`config.mk`:
```
export PLATFORM = sky130hd
export DESIGN_NAME = ieee_wrmux
export DESIGN_NICKNAME = d
export VERILOG_FILES = /design/src/rtl/ieee_wrmux.sv
export SDC_FILE = /design/constraint.sdc
export NUM_CORES = 1
export LEC_CHECK = 0
export ABC_AREA = 1
export CAP_MARGIN = 0
export CELL_PAD_IN_SITES_DETAIL_PLACEMENT = 0
export CELL_PAD_IN_SITES_GLOBAL_PLACEMENT = 1
export CORE_MARGIN = 2
export CORE_UTILIZATION = 35
export DETAILED_ROUTE_END_ITERATION = 10
export PLACE_DENSITY_LB_ADDON = 0.08
export REMOVE_ABC_BUFFERS = 1
export SKIP_CTS_REPAIR_TIMING = 1
export SLEW_MARGIN = 0
export SYNTH_ARGS = -nofsm -noshare
export SYNTH_HDL_FRONTEND = slang
export SYNTH_SLANG_ARGS = --single-unit
export TNS_END_PERCENT = 100
```
`constraint.sdc`:
```
create_clock -name clk -period 1.7 [get_ports clk]
set_input_delay 0.34 -clock clk [delete_from_list [all_inputs] [get_ports clk]]
set_output_delay 0.34 -clock clk [all_outputs]
set_load 0.05 [all_outputs]
```
`src/rtl/ieee_wrmux.sv`:
```
// Time-slot write multiplexer: shares one memory write port among NDR drives.
// Posts latched on ph2 are issued in fixed drive order, one slot per cycle.
module ieee_wrmux #(
   parameter int NDR       = 4,
   parameter int ADDRWIDTH = 14,
   parameter int DATAWIDTH = 8
) (
   input  logic                            clk,
   input  logic                            reset,
   input  logic                            ph2,
   input  logic [NDR-1:0][ADDRWIDTH-1:0]   drv_addr,
   input  logic [NDR-1:0][DATAWIDTH-1:0]   drv_data,
   input  logic [NDR-1:0]                  drv_we,
   output logic [ADDRWIDTH-1:0]            mem_addr,
   output logic [DATAWIDTH-1:0]            mem_data,
   output logic                            mem_wren,
   output logic [1:0]                      drv_select,
   output logic [NDR-1:0]                  drv_ack,
   output logic [NDR-1:0]                  overrun
);

   localparam logic [2:0] SLOT_IDLE = 3'(NDR);

   logic [2:0]                    r_slot;
   logic [NDR-1:0]                r_pend;
   logic [NDR-1:0][ADDRWIDTH-1:0] r_buf_addr;
   logic [NDR-1:0][DATAWIDTH-1:0] r_buf_data;
   logic [ADDRWIDTH-1:0]          r_mem_addr;
   logic [DATAWIDTH-1:0]          r_mem_data;
   logic                          r_mem_wren;
   logic [1:0]                    r_drv_select;
   logic [NDR-1:0]                r_drv_ack;
   logic [NDR-1:0]                r_overrun;

   logic                          w_hit;
   logic [NDR-1:0]                w_ack;
   logic [1:0]                    w_idx;
   logic [ADDRWIDTH-1:0]          w_addr;
   logic [DATAWIDTH-1:0]          w_data;

   // Select the buffer owned by the current slot, if it has a post waiting.
   always_comb begin
      w_hit  = 1'b0;
      w_ack  = '0;
      w_idx  = 2'd0;
      w_addr = '0;
      w_data = '0;
      for (int k = 0; k < NDR; k++) begin
         if (r_slot == 3'(k) && r_pend[k]) begin
            w_hit    = 1'b1;
            w_ack[k] = 1'b1;
            w_idx    = 2'(k);
            w_addr   = r_buf_addr[k];
            w_data   = r_buf_data[k];
         end
      end
   end

   always_ff @(posedge clk) begin
      if (reset) begin
         r_slot       <= SLOT_IDLE;
         r_pend       <= '0;
         r_buf_addr   <= '0;
         r_buf_data   <= '0;
         r_mem_addr   <= '0;
         r_mem_data   <= '0;
         r_mem_wren   <= 1'b0;
         r_drv_select <= 2'd0;
         r_drv_ack    <= '0;
         r_overrun    <= '0;
      end else if (ph2) begin
         r_slot     <= 3'd0;
         r_mem_wren <= 1'b0;
         r_drv_ack  <= '0;
         for (int k = 0; k < NDR; k++) begin
            if (drv_we[k]) begin
               r_buf_addr[k] <= drv_addr[k];
               r_buf_data[k] <= drv_data[k];
               r_pend[k]     <= 1'b1;
               if (r_pend[k]) r_overrun[k] <= 1'b1;
            end
         end
      end else if (r_slot < SLOT_IDLE) begin
         // Empty slots still take their cycle so each drive keeps fixed timing.
         r_slot     <= r_slot + 3'd1;
         r_mem_wren <= w_hit;
         r_drv_ack  <= w_ack;
         r_pend     <= r_pend & ~w_ack;
         if (w_hit) begin
            r_mem_addr   <= w_addr;
            r_mem_data   <= w_data;
            r_drv_select <= w_idx;
         end
      end else begin
         r_mem_wren <= 1'b0;
         r_drv_ack  <= '0;
      end
   end

   assign mem_addr   = r_mem_addr;
   assign mem_data   = r_mem_data;
   assign mem_wren   = r_mem_wren;
   assign drv_select = r_drv_select;
   assign drv_ack    = r_drv_ack;
   assign overrun    = r_overrun;

endmodule

```
==> results.md <==
* Status: completed
* TritonCTS buffer count at 17
* Power density cells at a little under 1000 nW/um^2
* Mean area per synthesized cell at 7.04 sq um
* Net Sw Frac at 0.226
* Number of library cell types mapped by synthesis at 24
* Seq pwr share at 0.422
* Seq/Total Area, Yosys at 0.461
* Minimum clock period at 1.62 ns
* Utilization after layout at 0.503
* # Max-Cap Violations at 0
* Global routing usage summed across all routing layers at 0.193
* Slew at the pin closest to its max-slew limit at 0.480 ns
* Endpoint of the most critical setup path: mem_addr[7]$_SDFFE_PP0P_
* FF-to-FF End: mem_addr[7]$_SDFFE_PP0P_
* Share of final-layout standard cells stronger than drive strength 1 at 0.169
* Clock-pin slew on the worst setup and hold paths at about 0.060 ns
* Top area cells in the synthesized netlist: sky130_fd_sc_hd__dfxtp_1 (46%), sky130_fd_sc_hd__nor2_1 (13%), sky130_fd_sc_hd__o21ai_0 (10%)
* IO buf count at 127
* Hold Crit Start: reset
* CTS sink count at 128
* Top-area cell type share of the netlist area at 0.461
* Total congestion overflow after global routing at 0
* Largest fanout of any net on the critical path at 6
* Total Nets Final at roughly 1,000
* Number of DRC markers after the initial detailed-route iteration at 198
* Count of flip-flops with a built-in enable after synthesis at 0
* Final clock skew at approximately 0.0055 ns
* Longest Clk Path Bufs at 2
* Hold WC Path Type: input port to flop
* Register-to-Register Setup Slack at 0.08 ns
* Synth-to-Final Area Change at 42.1%
* Per-cell routed wire length at 13.9 microns
* Required time of the worst setup path at a little over 2 ns
* Core area at 15,700 sq um
* Number of instances in the synthesized netlist at 790
* Largest net degree at the start of global routing at slightly above 70
* CP max stage cell: sky130_fd_sc_hd__dfxtp_2
* Count of yosys warnings during synthesis at 0
* Library cell with the highest instance count after synthesis: sky130_fd_sc_hd__nor2_1
* Power consumption at 7.65 mW
* Worst reg-to-reg path cell count at 8
* Relative max-transition margin at 0.680
* Remaining routing DRC violations at 0
* Data arrival, critical path at 1.96 ns
* DP HPWL at 11,600 microns
* Number of primary I/O pins at about 130
* Fraction of power consumed by the clock network at 0.478
* Max VDD drop at about 710 uV
* Upper clock frequency limit at 619 MHz
* Net Sw Power at 1.73 mW
* Cell Rows at 46
* Number of global-route vias before repair at 4,998
* Initial antenna violation count at 0
* N_diodes at 0
* Cell breakdown of the critical path: inv_1 -> ha_2 -> nand3_4 -> nand2_4 -> o21ai_4 -> clkbuf_16 -> nand2_2 -> a21oi_2
* Asr flop ratio synth at 0
* Crit start category: flop
* Die W at about 130 microns
* Clk Latency, worst-skew pair at about 0.41 ns
* Dominant cell type by area after synthesis: sky130_fd_sc_hd__dfxtp_1
* Clock Root Buffer: sky130_fd_sc_hd__clkbuf_16
* Commonest register cell after synthesis: sky130_fd_sc_hd__dfxtp_1
* Critical path depth at 8
* Leakage dissipation at 3.32 nW
* Antenna Violating Nets Remaining at 0
* Endpoints failing setup at 0
* Wire length of the first global-routing pass at between 20,000 and 25,000 microns
* Critical Path Max Stage Delay at 0.35 ns
* Startpoint of the most critical register-to-register path: r_slot[0]$_SDFFE_PP0N_
* Via density per instance at 4.60
* #FFs+latches synth at 128
* Cell family with the largest share of critical-path delay: compound AO/OA/AOI/OAI gates
* Routability cong. at 0.838
* Count of vias placed by the detailed router at 5,308
* Crit path buffers/inverters at 2
* Commonest cells in the netlist: sky130_fd_sc_hd__nor2_1 (192), sky130_fd_sc_hd__dfxtp_1 (128), sky130_fd_sc_hd__o21ai_0 (112)
* Detailed-route wire length at 16,000 microns
* Critical path class: flop to flop
* Max-slew violation total from the final report at 0
* Synthesized cell area at 5560 sq um
* CTS tree: built
* Hold violation count in the final report at 0
* Die H at between 100 and 150 microns
* Post-route fraction of the period consumed by the critical path at 0.950
* Endpoint kind of the worst setup timing path: flop
* Start point of the critical path: r_slot[0]$_SDFFE_PP0N_
* Count of H-tree levels built during CTS at 4
* Initial core utilization at 0.354
* Number of iterations in the first detailed-routing pass at 4
* Internal power contribution at 5.92 mW
* Total Die Area at 16,900 sq um
* Share of total power in combinational logic at 0.100
## layer usage
metal | share of wire | up-vias | GRT usage
li1 | - | 2766 | -
met1 | 0.46 | 2421 | 0.240
met2 | 0.49 | 97 | 0.328
met3 | 0.034 | 24 | 0.0398
met4 | 0.021 | 0 | 0.0778
met5 | 0 | - | 0
## tightest hold or removal path, stage by stage
cell	delay, ns
sky130_fd_sc_hd__buf_2	0.09
sky130_fd_sc_hd__inv_2	0.05
sky130_fd_sc_hd__buf_12	0.18
sky130_fd_sc_hd__o211ai_1	0.11
## through the flow
| stage | instances | instance area (sq um) | hold WS, ns | setup WS [ns] | TNS [ns] |
|---|---|---|---|---|---|
| 6_report | 1153 | 7900 | 0.406 | 0.0848 | 0 |
| 5_1_grt | 1153 | 7900 | 0.449 | -0.00304 | -0.00304 |
| 3_3_place_gp | 1120 | 7220 | 0.437 | -0.239 | -6.24 |
| 2_1_floorplan | 738 | 5320 | 0.402 | -0.517 | -11.61 |
| 4_1_cts | 1151 | 7810 | 0.401 | -0.101 | -1.82 |
| 3_5_place_dp | 1120 | 7220 | 0.440 | -0.237 | -8.39 |
## power groups by stage
stage          Combinational, mW  Clock (mW)  Sequential, mW
2_1_floorplan              0.305           0            3.29
3_3_place_gp               0.747           0            3.29
3_5_place_dp               0.760           0            3.29
4_1_cts                    0.763        3.72            3.23
5_1_grt                    0.851        3.87            3.25
6_report                   0.765        3.65            3.23
## how the worst min path moves through the flow
| stage | slack [ns] | cells after the start | to |
|---|---|---|---|
| after floorplan | 0.40 | 1 | mem_addr[0]$_SDFFE_PP0P_ |
| after global placement | 0.44 | 2 | overrun[0]$_SDFFE_PP0P_ |
| after detailed placement | 0.44 | 2 | r_buf_addr[5]$_SDFFE_PP0P_ |
| after CTS | 0.40 | 4 | r_slot[2]$_SDFFE_PP1P_ |
| after global routing | 0.45 | 4 | r_slot[2]$_SDFFE_PP1P_ |
| final | 0.41 | 4 | r_slot[2]$_SDFFE_PP1P_ |
## cells by family after synthesis
group | after synthesis | share of synthesized area
buf+inv | 118 | 0.0882
fa+ha+maj | 4 | 0.00900
compound gates | 187 | 0.184
simple gates | 353 | 0.258
flops | 128 | 0.461
## cell type report
cell class	count	area, sq um
Timing Repair Buffer	168	1660
Tap cell	216	270
Sequential cell	128	2560
Clock buffer	26	519
Inverter	66	250
Multi-Input combinational cell	544	2560
Fill cell	1568	7810
Clock inverter	5	75.1
## state kept, by name, summed over array words and instances (netlist names)
register	cells
drv_ack	4
drv_select	2
r_pend	4
mem_wren	1
r_buf_data	32
r_buf_addr	56
overrun	4
mem_data	8
r_slot	3
mem_addr	14
## cells in the final DEF, fill, tap and decap left out, types with 12 or more instances in the layout
master / instances
sky130_fd_sc_hd__a21oi_1: 43
sky130_fd_sc_hd__a21oi_2: 19
sky130_fd_sc_hd__buf_12: 12
sky130_fd_sc_hd__buf_4: 60
sky130_fd_sc_hd__clkbuf_16: 18
sky130_fd_sc_hd__clkdlybuf4s50_1: 93
sky130_fd_sc_hd__dfxtp_1: 126
sky130_fd_sc_hd__inv_1: 63
sky130_fd_sc_hd__nand2_1: 110
sky130_fd_sc_hd__nand2_2: 19
sky130_fd_sc_hd__nor2_1: 191
sky130_fd_sc_hd__nor3_1: 21
sky130_fd_sc_hd__o21ai_0: 111
No activity file was read; power rests on OpenSTA's default activity.
